===== config.mk =====
export PLATFORM = sky130hd
export DESIGN_NAME = ram_phase_ctrl_flat
export DESIGN_NICKNAME = d
export VERILOG_FILES = /design/src/rtl/ram_ctrl_pkg.sv /design/src/rtl/ram_phase_ctrl_if.sv /design/src/rtl/ram_phase_ctrl_dump_reader.sv /design/src/rtl/ram_phase_ctrl.sv /design/src/flat_wrapper.sv
export SDC_FILE = /design/constraint.sdc
export NUM_CORES = 1
export LEC_CHECK = 0
export CAP_MARGIN = 20
export CORE_MARGIN = 1.5
export CORE_UTILIZATION = 40
export CTS_CLUSTER_DIAMETER = 80
export DETAILED_ROUTE_END_ITERATION = 10
export REMOVE_ABC_BUFFERS = 1
export SLEW_MARGIN = 10
export SYNTH_ARGS = -nofsm -noshare
export SYNTH_HDL_FRONTEND = slang
export SYNTH_SLANG_ARGS = --single-unit

===== constraint.sdc =====
create_clock -name clk -period 2.4 [get_ports clk]
set_clock_uncertainty 0.2 [all_clocks]
set_input_delay 0.36 -clock clk [delete_from_list [all_inputs] [get_ports clk]]
set_output_delay 0.36 -clock clk [all_outputs]
set_load 0.02 [all_outputs]

===== src/rtl/ram_ctrl_pkg.sv =====
// Shared constants for the image RAM phase sequencer:
// phase encodings, FSM state codes and default widths.
package ram_ctrl_pkg;

  localparam int ADDR_W_DEF = 16;
  localparam int DATA_W_DEF = 8;

  localparam logic [1:0] PH_LOAD = 2'd0;
  localparam logic [1:0] PH_PROC = 2'd1;
  localparam logic [1:0] PH_DUMP = 2'd2;
  localparam logic [1:0] PH_DONE = 2'd3;

  typedef logic [2:0] state_t;

  localparam state_t S_LOAD       = 3'd0;
  localparam state_t S_LAST_WR    = 3'd1;
  localparam state_t S_PROC_START = 3'd2;
  localparam state_t S_PROC_WAIT  = 3'd3;
  localparam state_t S_DUMP       = 3'd4;
  localparam state_t S_DONE       = 3'd5;

  typedef logic [1:0] rd_state_t;

  localparam rd_state_t R_IDLE = 2'd0;
  localparam rd_state_t R_ADDR = 2'd1;
  localparam rd_state_t R_WAIT = 2'd2;
  localparam rd_state_t R_TX   = 2'd3;

endpackage


===== src/rtl/ram_phase_ctrl_if.sv =====
// Bus bundle between the phase sequencer and the UART,
// processor and image RAM around it.
interface ram_phase_ctrl_if #(
  parameter int ADDR_W = 16,
  parameter int DATA_W = 8
);

  logic              rx_valid;
  logic [DATA_W-1:0] rx_data;
  logic              proc_start;
  logic              proc_done;
  logic [DATA_W-1:0] ram_rdata;
  logic [DATA_W-1:0] tx_data;
  logic              tx_valid;
  logic              tx_ready;
  logic              select;
  logic [ADDR_W-1:0] uart_addr;
  logic [DATA_W-1:0] uart_wdata;
  logic              uart_wr_en;
  logic [1:0]        phase;
  logic              done;

  modport master (
    input  rx_valid,
    input  rx_data,
    input  proc_done,
    input  ram_rdata,
    input  tx_ready,
    output proc_start,
    output tx_data,
    output tx_valid,
    output select,
    output uart_addr,
    output uart_wdata,
    output uart_wr_en,
    output phase,
    output done
  );

  modport slave (
    output rx_valid,
    output rx_data,
    output proc_done,
    output ram_rdata,
    output tx_ready,
    input  proc_start,
    input  tx_data,
    input  tx_valid,
    input  select,
    input  uart_addr,
    input  uart_wdata,
    input  uart_wr_en,
    input  phase,
    input  done
  );

endinterface


===== src/rtl/ram_phase_ctrl_dump_reader.sv =====
// Readback loop: present address, wait for the registered
// RAM, then offer the byte to the transmitter until taken.
module dump_reader
  import ram_ctrl_pkg::*;
#(
  parameter int              ADDR_W = ADDR_W_DEF,
  parameter int              DATA_W = DATA_W_DEF,
  parameter logic [ADDR_W-1:0] LAST = '1
) (
  input  logic              clk,
  input  logic              rst_n,
  input  logic              start,
  input  logic [DATA_W-1:0] rdata,
  input  logic              tx_ready,
  output logic              tx_valid,
  output logic [DATA_W-1:0] tx_data,
  output logic              step,
  output logic              finished
);

  rd_state_t         st;
  logic [ADDR_W-1:0] cnt;
  logic              fire;
  logic              at_last;

  assign fire     = (st == R_TX) & tx_ready;
  assign at_last  = (cnt == LAST);
  assign step     = fire & ~at_last;
  assign finished = fire & at_last;

  always_ff @(posedge clk or negedge rst_n) begin
    if (!rst_n) begin
      st       <= R_IDLE;
      cnt      <= '0;
      tx_valid <= 1'b0;
      tx_data  <= '0;
    end else begin
      unique case (1'b1)
        (st == R_IDLE): begin
          if (start) begin
            cnt <= '0;
            st  <= R_ADDR;
          end
        end
        (st == R_ADDR): begin
          st <= R_WAIT;
        end
        (st == R_WAIT): begin
          tx_data  <= rdata;
          tx_valid <= 1'b1;
          st       <= R_TX;
        end
        (st == R_TX): begin
          if (tx_ready) begin
            tx_valid <= 1'b0;
            // counter parks on LAST instead of wrapping
            if (at_last) begin
              st <= R_IDLE;
            end else begin
              cnt <= cnt + ADDR_W'(1);
              st  <= R_ADDR;
            end
          end
        end
        default: st <= R_IDLE;
      endcase
    end
  end

endmodule


===== src/rtl/ram_phase_ctrl.sv =====
// Frame sequencer: UART load into RAM, processor handoff,
// then UART readback of the processed image.
module ram_phase_ctrl
  import ram_ctrl_pkg::*;
#(
  parameter int                ADDR_W   = ADDR_W_DEF,
  parameter int                DATA_W   = DATA_W_DEF,
  parameter logic [ADDR_W-1:0] IN_LAST  = 16'hFFFF,
  parameter logic [ADDR_W-1:0] OUT_LAST = 16'h3FFF
) (
  input  logic             clk,
  input  logic             rst_n,
  ram_phase_ctrl_if.master bus
);

  state_t            st;
  logic [ADDR_W-1:0] load_cnt;
  logic              rx_take;
  logic              rd_start;
  logic              rd_step;
  logic              rd_fin;

  assign rx_take  = bus.rx_valid
                  & ((st == S_LOAD) | (st == S_DONE));
  assign rd_start = (st == S_PROC_WAIT) & bus.proc_done;

  dump_reader #(
    .ADDR_W (ADDR_W),
    .DATA_W (DATA_W),
    .LAST   (OUT_LAST)
  ) u_rd (
    .clk      (clk),
    .rst_n    (rst_n),
    .start    (rd_start),
    .rdata    (bus.ram_rdata),
    .tx_ready (bus.tx_ready),
    .tx_valid (bus.tx_valid),
    .tx_data  (bus.tx_data),
    .step     (rd_step),
    .finished (rd_fin)
  );

  always_ff @(posedge clk or negedge rst_n) begin
    if (!rst_n) begin
      st             <= S_LOAD;
      load_cnt       <= '0;
      bus.select     <= 1'b0;
      bus.uart_wr_en <= 1'b0;
      bus.uart_addr  <= '0;
      bus.uart_wdata <= '0;
      bus.proc_start <= 1'b0;
      bus.phase      <= PH_LOAD;
      bus.done       <= 1'b0;
    end else begin
      bus.uart_wr_en <= 1'b0;
      bus.proc_start <= 1'b0;
      unique case (1'b1)
        rx_take: begin
          bus.uart_wr_en <= 1'b1;
          bus.uart_addr  <= load_cnt;
          bus.uart_wdata <= bus.rx_data;
          bus.done       <= 1'b0;
          bus.phase      <= PH_LOAD;
          if (load_cnt == IN_LAST) begin
            load_cnt <= '0;
            st       <= S_LAST_WR;
          end else begin
            load_cnt <= load_cnt + ADDR_W'(1);
            st       <= S_LOAD;
          end
        end
        // select flips only once the last write is done
        (st == S_LAST_WR): begin
          bus.select     <= 1'b1;
          bus.proc_start <= 1'b1;
          bus.phase      <= PH_PROC;
          st             <= S_PROC_START;
        end
        (st == S_PROC_START): begin
          st <= S_PROC_WAIT;
        end
        rd_start: begin
          bus.select    <= 1'b0;
          bus.uart_addr <= '0;
          bus.phase     <= PH_DUMP;
          st            <= S_DUMP;
        end
        rd_step: begin
          bus.uart_addr <= bus.uart_addr + ADDR_W'(1);
        end
        rd_fin: begin
          bus.done  <= 1'b1;
          bus.phase <= PH_DONE;
          st        <= S_DONE;
        end
        default: ;
      endcase
    end
  end

endmodule


===== src/flat_wrapper.sv =====
// flat-port wrapper written by rule: the top's interface ports become plain ports
module ram_phase_ctrl_flat import ram_ctrl_pkg::*;
#(
  parameter int                ADDR_W   = ADDR_W_DEF,
  parameter int                DATA_W   = DATA_W_DEF,
  parameter logic [ADDR_W-1:0] IN_LAST  = 16'hFFFF,
  parameter logic [ADDR_W-1:0] OUT_LAST = 16'h3FFF
)
  (clk, rst_n, bus_rx_valid, bus_rx_data, bus_proc_done, bus_ram_rdata, bus_tx_ready, bus_proc_start, bus_tx_data, bus_tx_valid, bus_select, bus_uart_addr, bus_uart_wdata, bus_uart_wr_en, bus_phase, bus_done);
  ram_phase_ctrl_if #(.ADDR_W(ADDR_W), .DATA_W(DATA_W)) bus_i ();
  input  logic clk;
  input  logic rst_n;
  input wire logic [$bits(bus_i.rx_valid)-1:0] bus_rx_valid;
  input wire logic [$bits(bus_i.rx_data)-1:0] bus_rx_data;
  input wire logic [$bits(bus_i.proc_done)-1:0] bus_proc_done;
  input wire logic [$bits(bus_i.ram_rdata)-1:0] bus_ram_rdata;
  input wire logic [$bits(bus_i.tx_ready)-1:0] bus_tx_ready;
  output wire logic [$bits(bus_i.proc_start)-1:0] bus_proc_start;
  output wire logic [$bits(bus_i.tx_data)-1:0] bus_tx_data;
  output wire logic [$bits(bus_i.tx_valid)-1:0] bus_tx_valid;
  output wire logic [$bits(bus_i.select)-1:0] bus_select;
  output wire logic [$bits(bus_i.uart_addr)-1:0] bus_uart_addr;
  output wire logic [$bits(bus_i.uart_wdata)-1:0] bus_uart_wdata;
  output wire logic [$bits(bus_i.uart_wr_en)-1:0] bus_uart_wr_en;
  output wire logic [$bits(bus_i.phase)-1:0] bus_phase;
  output wire logic [$bits(bus_i.done)-1:0] bus_done;
  assign bus_i.rx_valid = bus_rx_valid;
  assign bus_i.rx_data = bus_rx_data;
  assign bus_i.proc_done = bus_proc_done;
  assign bus_i.ram_rdata = bus_ram_rdata;
  assign bus_i.tx_ready = bus_tx_ready;
  assign bus_proc_start = bus_i.proc_start;
  assign bus_tx_data = bus_i.tx_data;
  assign bus_tx_valid = bus_i.tx_valid;
  assign bus_select = bus_i.select;
  assign bus_uart_addr = bus_i.uart_addr;
  assign bus_uart_wdata = bus_i.uart_wdata;
  assign bus_uart_wr_en = bus_i.uart_wr_en;
  assign bus_phase = bus_i.phase;
  assign bus_done = bus_i.done;
  ram_phase_ctrl #(.ADDR_W(ADDR_W), .DATA_W(DATA_W), .IN_LAST(IN_LAST), .OUT_LAST(OUT_LAST)) u_core (.clk(clk), .rst_n(rst_n), .bus(bus_i));
endmodule

==> impl_metrics.yaml, run 1 <==
timing:
  rsz0062_at_grt: "no"
  post-route-min-period_ns: 2.23
  fin_ws_ns: 0.174
  worstMarginPinSlew_ns: 0.480
  setup_viol: 0
  maxSlewViolCount: 0
  finalHoldViolations: 0
  max_slew_margin: 0.680
  fmax_mhz: 449
  post-route-period-util: 0.927
job:
  cap_violations: 0
setup_path:
  arrival_ns: 2.26
  crit_type: "reg2reg"
  critPathCaptureType: "register"
  critPathLaunchType: "register"
  critPathMaxFanout: 16
  required_ns: 2.43
power:
  power_frac_comb: 0.416
  p_seq_frac: 0.387
  power_switching_mw: 1.92
  cellInternalPower_mw: 3.17
  powerDensity_nw_per_um2: 1030
  pwr-share-clk: 0.198
  cellLeakagePower_nw: 2.11
  vdd_drop_max_mv: 0.601
  sw_frac_of_total: 0.377
placement:
  dpl_worst_slack_ns: -0.00484
  dpl.cell_count: 587
  hpwl_mm: 6.49
  numPortBuffers: 59
  placed_cell_area_um2: 4720
  gp_congestion: 0.843
logic_synthesis:
  async_flop_share: 1.00
  synth_edf_count: 0
  synth_cells: 388
  synthFlopType: "dfrtp_1"
  synth_area_per_cell_um2: 9.90
  yosysWarnings: 0
  synth_seq_cells: 76
  yosysUniqueCellTypes: 60
  synth.cell_area_um2: 3840
  synth-seq-area-share: 0.495
floorplanning:
  die_w_um: 101
  dieArea_um2: 10200
  die_h_um: 101
  core-area_um2: 9280
  num_rows: 35
  start_util: 0.414
  num_io_pins: 60
global_routing:
  grt_pass1_vias: 3041
  grt_max_degree: 47
  antenna_found_initial: 0
  overflow: 0
  track_usage: 0.193
  grt_pass1_wl_mm: 15.3
cells_and_area:
  diodes: 0
  register_area_um2: 1900
  drive_gt1_frac: 0.136
  design_area_um2: 4970
  finalNonFillerCells: 607
  multi_input_area_um2: 1810
  synthToLayoutAreaGrowth_pct: 29.5
  n_fill_cell: 866
  nNetsFinal: 500
detailed_routing:
  postRouteAntennaNets: 0
  dr.pass1.iters: 4
  vias_per_cell: 5.33
  totalWireLength_mm: 9.35
  dr_total_vias: 3238
  initialDrtViolationCount: 186
  wl_per_cell_um: 15.4
  drc: 0
cts:
  cts_root_buf: "clkbuf_8"
  clock_latency_ns: 0.34
  cts_max_level: 3
  cts_tree: "done"
  numClockSinks: 76
  cts.path.max_buffers: 2
  cts_buffers: 9
  clk_pin_slew_worst_paths_ns: 0.08
run_status:
  status: "finished, final reports clean"
min_path:
  hp-class: "in2async"
## power by group through the flow
stage	clock, mW	sequential [mW]	combinational, mW
floorplan	0	2.19	0.928
global placement	0	1.98	2.05
detailed placement	0	1.98	2.09
CTS	1.03	1.97	2.09
global route	1.10	2.03	2.34
finish	1.01	1.97	2.12
## cell usage in the layout, fill, tap and decap left out, types with 3 or more instances in the layout
master / netlist / final
a211o_1: 3 / 3
a211oi_1: 6 / 6
a21oi_1: 11 / 11
a221o_1: 3 / 3
and2_1: 3 / 3
and3_1: 7 / 7
and4_1: 6 / 6
buf_4: 2 / 28
clkbuf_8: 0 / 11
clkdlybuf4s50_1: 0 / 58
dfrtp_1: 76 / 76
ha_1: 6 / 6
inv_1: 7 / 7
mux2_2: 9 / 9
nand2_1: 62 / 62
nand2b_1: 3 / 3
nand3_1: 21 / 21
nand4_1: 11 / 11
nor2_1: 25 / 25
nor3_1: 12 / 12
nor4_1: 5 / 5
o211ai_1: 3 / 3
o21ai_0: 22 / 22
o311ai_0: 6 / 6
or2_2: 3 / 3
xnor2_1: 13 / 13
xor2_1: 9 / 9
## cells in the mapped netlist, types with 7 or more instances
cell type	instances	area (um^2)
a21oi_1	11	55.1
nand2_1	62	233
nand4_1	11	68.8
nand3_1	21	105
dfrtp_1	76	1900
nor3_1	12	60.1
nor2_1	25	93.8
mux2_2	9	101
and3_1	7	43.8
xor2_1	9	78.8
o21ai_0	22	110
inv_1	7	26.3
xnor2_1	13	114
## final timing paths
path                                           from                       end  slack, ns  cells after the start
hold reg to reg            u_core.bus.uart_wdata[4]  u_core.bus.uart_wdata[4]       0.29                      2
setup / recovery                 u_core.u_rd.cnt[1]        u_core.u_rd.cnt[4]       0.17                      8
setup reg to reg                 u_core.u_rd.cnt[1]        u_core.u_rd.cnt[4]       0.17                      8
max in group asynchronous                     rst_n  u_core.bus.uart_addr[10]       1.14                      3
min in group clk           u_core.bus.uart_wdata[4]  u_core.bus.uart_wdata[4]       0.29                      2
hold / removal                                rst_n     u_core.bus.uart_wr_en       0.28                      2
## per-layer routing
metal,up-vias,wire length [um],track usage
met4,0,89,0.0577
met1,1564,4610,0.298
met5,-,0,0
li1,1580,-,-
met2,87,4170,0.272
met3,7,477,0.0388
## worst max-delay path: stages (launching register included)
cell and delay, ns:
dfrtp_1 0.39, ha_1 0.22, nand3_1 0.11, buf_4 0.16
o41ai_4 0.36, buf_12 0.19, nor2_1 0.07, buf_4 0.15
a311oi_1 0.28
## flip-flops by register name, summed over array words and instances (netlist names)
signal / flops
u_core.bus.select: 1
u_core.bus.done: 1
u_core.bus.uart_addr: 16
u_core.u_rd.tx_data: 8
u_core.bus.uart_wr_en: 1
u_core.load_cnt: 16
u_core.bus.phase: 2
u_core.st: 3
u_core.bus.uart_wdata: 8
u_core.bus.proc_start: 1
u_core.u_rd.cnt: 16
u_core.u_rd.tx_valid: 1
u_core.u_rd.st: 2
## kinds of logic (layout without fill, tap and decap cells)
group,count (synthesis),in the layout,share of synthesized area
flops,76,76,0.495
buf+inv,24,114,0.0332
mux,11,11,0.0316
fa+ha+maj,6,6,0.0195
compound gates,78,78,0.146
xor+xnor,22,22,0.0501
simple gates,171,171,0.225
## per-stage QoR
step	utilization	hold slack, ns	setup TNS, ns	total power, mW
global placement	0.509	0.118	0	4.02
CTS	0.532	0.281	0	5.09
detailed placement	0.509	0.121	-0.00484	4.07
finish	0.536	0.283	0	5.10
floorplan	-	-0.136	-0.608	3.11
global route	0.536	0.316	0	5.47
## area by class of cell
class / instances / share of cell area
well taps: 129 / 0.0324
clock inverters: 4 / 0.00956
multi-input cells: 288 / 0.364
inverters: 8 / 0.00604
repair buffers: 90 / 0.174
flip-flops and latches: 76 / 0.382
clock buffers: 12 / 0.0312
## repair_timing
action	in CTS	in global routing
setup endpoints to repair	0	8
hold buffers	1	0
hold endpoints to repair	30	0
resized for setup	0	0
buffers inserted	0	2
No activity file was read; power rests on OpenSTA's default activity.
==> inputs of run 2 (changes only) <==
--- a/config.mk
+++ b/config.mk
@@ -5,11 +5,13 @@
 export SDC_FILE = /design/constraint.sdc
 export NUM_CORES = 1
 export LEC_CHECK = 0
+export ABC_AREA = 1
 export CAP_MARGIN = 20
 export CORE_MARGIN = 1.5
 export CORE_UTILIZATION = 40
 export CTS_CLUSTER_DIAMETER = 80
 export DETAILED_ROUTE_END_ITERATION = 10
+export HOLD_SLACK_MARGIN = 0.08
 export REMOVE_ABC_BUFFERS = 1
 export SLEW_MARGIN = 10
 export SYNTH_ARGS = -nofsm -noshare
==> run 2 against run 1 <==
Net effect:
- clock power increased by 11%
- design area increased by 9.0%
- area after synthesis increased by 16%
- register-to-register slack gained 0.18 ns
- synthesized cell count rose by 56%
- cell count grew 34%
- count of clock-buffer cells in the layout is 3 lower
- sequential share of layout area is 3.1 points lower
- via count up 23%
- total power up 13%
- global-route usage grew 0.20 points
==> impl_metrics.yaml, run 2 <==
floorplanning:
  die_h_um: 108
  dieArea_um2: 11800
  start_util: 0.410
  die_w_um: 108
  core-area_um2: 10800
  num_io_pins: 60
  num_rows: 38
logic_synthesis:
  synthFlopType: "dfrtp_1"
  yosysUniqueCellTypes: 36
  synth_edf_count: 0
  yosysWarnings: 0
  synth_top_area_frac: 0.428
  synth.most_common_cell: "nand2_1"
  synth.cell_area_um2: 4450
  synth_seq_cells: 76
  synth_cells: 604
  yosys.area.top_type: "dfrtp_1"
  synth_area_leaders: "dfrtp_1 43%, nand2_1 19%, nor2_1 6.4%"
  synth-seq-area-share: 0.428
  synth_common_cells: "222 x nand2_1, 76 x dfrtp_1, 76 x nor2_1"
  synth_area_per_cell_um2: 7.36
  async_flop_share: 1.00
cells_and_area:
  nNetsFinal: 698
  drive_gt1_frac: 0.105
  finalNonFillerCells: 816
  layout_commonest_cell: "nand2_1"
  synthToLayoutAreaGrowth_pct: 21.9
  reg_top3: "u_core.bus.uart_addr: 16 flops, u_core.load_cnt: 16 flops, u_core.u_rd.cnt: 16 flops"
  layout_common_cells: "222 x nand2_1, 76 x dfrtp_1, 75 x nor2_1, 58 x clkdlybuf4s50_1, 49 x inv_1"
  diodes: 0
timing:
  post-route-min-period_ns: 2.09
  finalHoldViolations: 0
  rsz0062_at_grt: "no"
  post-route-period-util: 0.869
  setup_viol: 0
  fin_ws_ns: 0.314
  worstMarginPinSlew_ns: 0.579
  fmax_mhz: 479
  max_slew_margin: 0.613
  maxSlewViolCount: 0
  fin_setup_tns_ns: 0
cts:
  clk_pin_slew_worst_paths_ns: 0.09
  cts_buffers: 9
  cts_max_level: 3
  postCtsSetupRepairBufs: 0
  cts_root_buf: "clkbuf_8"
  numClockSinks: 76
  clock_latency_ns: 0.36
  cts_tree: "done"
  cts.path.max_buffers: 2
detailed_routing:
  vias_per_cell: 4.87
  highest_layer: "met4"
  initialDrtViolationCount: 179
  totalWireLength_mm: 10.4
  dr.pass1.iters: 4
  met3_length_um: 493
  dr_total_vias: 3971
  wl_met1_mm: 5.02
  wl_met2_mm: 4.76
  wl_per_cell_um: 12.8
  postRouteAntennaNets: 0
  drc: 0
setup_path:
  critPathLaunchType: "register"
  arrival_ns: 1.53
  r2r_end: "u_core.bus.uart_addr[5]"
  rr_worst_depth: 10
  crit_start: "u_core.bus.uart_addr[0]"
  required_ns: 1.84
  critPathMaxFanout: 7
  cp_slowest_cell: "clkdlybuf4s50_1"
  cp_num_buf_inv: 1
  cp_top_family: "buffers and inverters"
  r2r_setup_slack_ns: 0.35
  crit_type: "reg2out"
  max_stage_delay_ns: 0.66
  critPathCaptureType: "output port"
  path_cells: "clkdlybuf4s50_1"
  reg2reg_from: "u_core.u_rd.cnt[1]"
power:
  vdd_drop_max_mv: 0.483
  powerDensity_nw_per_um2: 1060
  cellLeakagePower_nw: 2.56
placement:
  numPortBuffers: 59
  dpl_worst_slack_ns: 0.0847
  hpwl_mm: 7.72
  gp_congestion: 0.847
  dpl.cell_count: 799
global_routing:
  grt_pass1_wl_mm: 18.2
  antenna_found_initial: 0
  grt_max_degree: 61
  grt_pass1_vias: 3970
  overflow: 0
  track_usage: 0.195
job:
  cap_violations: 0
min_path:
  hp-class: "in2async"
run_status:
  status: "finished, final reports clean"
==> run 2: changes by cell type in the layout (fill, tap and decap cells not counted), sizes merged, moves of 5 or more <==
cell / change
nand2: +168
nor2: +56
inv: +49
nand3: +30
buf: -20
nor3: -10
xnor2: -8
and3: -7
a211oi: -6
and4: -6
o311ai: -6
nor4: -5
==> run 2: timing repair <==
item                                    CTS  global route
endpoints found under the hold margin    76             0
hold buffers                              1             0
endpoints found under the setup margin    0            11
resized for setup                         0             1
==> run 2: layer usage <==
metal  track usage  up-vias
met5             0        -
met2         0.319       86
met3        0.0283       12
li1              -     2046
met1         0.268     1827
met4        0.0583        0
==> run 2: how the worst max path moves through the flow <==
stage	end	slack (ns)	depth (start not counted)
after floorplan	u_core.u_rd.cnt[15]	0.21	6
after global placement	u_core.bus.uart_addr[9]	0.12	5
after detailed placement	u_core.bus.uart_addr[9]	0.08	5
after CTS	u_core.bus.uart_addr[9]	0.08	8
after global routing	u_core.bus.uart_addr[5]	0.15	10
final	bus_uart_addr[0]	0.31	1
==> run 2: cell type report <==
class,count,area (um^2)
inverters,55,206
multi-input cells,460,2240
fillers,1104,5420
clock buffers,9,124
repair buffers,69,678
clock inverters,7,97.6
well taps,140,175
flip-flops and latches,76,1900
==> run 2: kinds of logic after synthesis <==
| group | Yosys count | share of synthesized area |
|---|---|---|
| AND/OR/NAND/NOR | 391 | 0.386 |
| flip-flops | 76 | 0.428 |
| buffers and inverters | 68 | 0.0698 |
| AO/OA/AOI/OAI | 41 | 0.0518 |
| XOR/XNOR | 14 | 0.0276 |
| multiplexers | 8 | 0.0203 |
| adder cells (fa/ha/maj) | 6 | 0.0169 |
==> run 2: power breakdown <==
| part | internal (mW) | total [mW] | leakage (nW) | switching, mW |
|---|---|---|---|---|
| clock | 0.591 | 1.12 | 0.106 | 0.529 |
| sequential | 1.67 | 2.02 | 0.964 | 0.348 |
| combinational | 1.10 | 2.63 | 1.49 | 1.53 |
==> run 2: stage by stage <==
stage	util	cell area (um^2)	hold WS (ns)	total power [mW]
after floorplan	-	4340	-0.136	3.60
after global placement	0.479	5190	0.0487	4.64
after detailed placement	0.479	5190	0.0515	4.69
after CTS	0.500	5420	0.206	5.83
after global routing	0.500	5420	0.235	6.22
final	0.500	5420	0.193	5.77
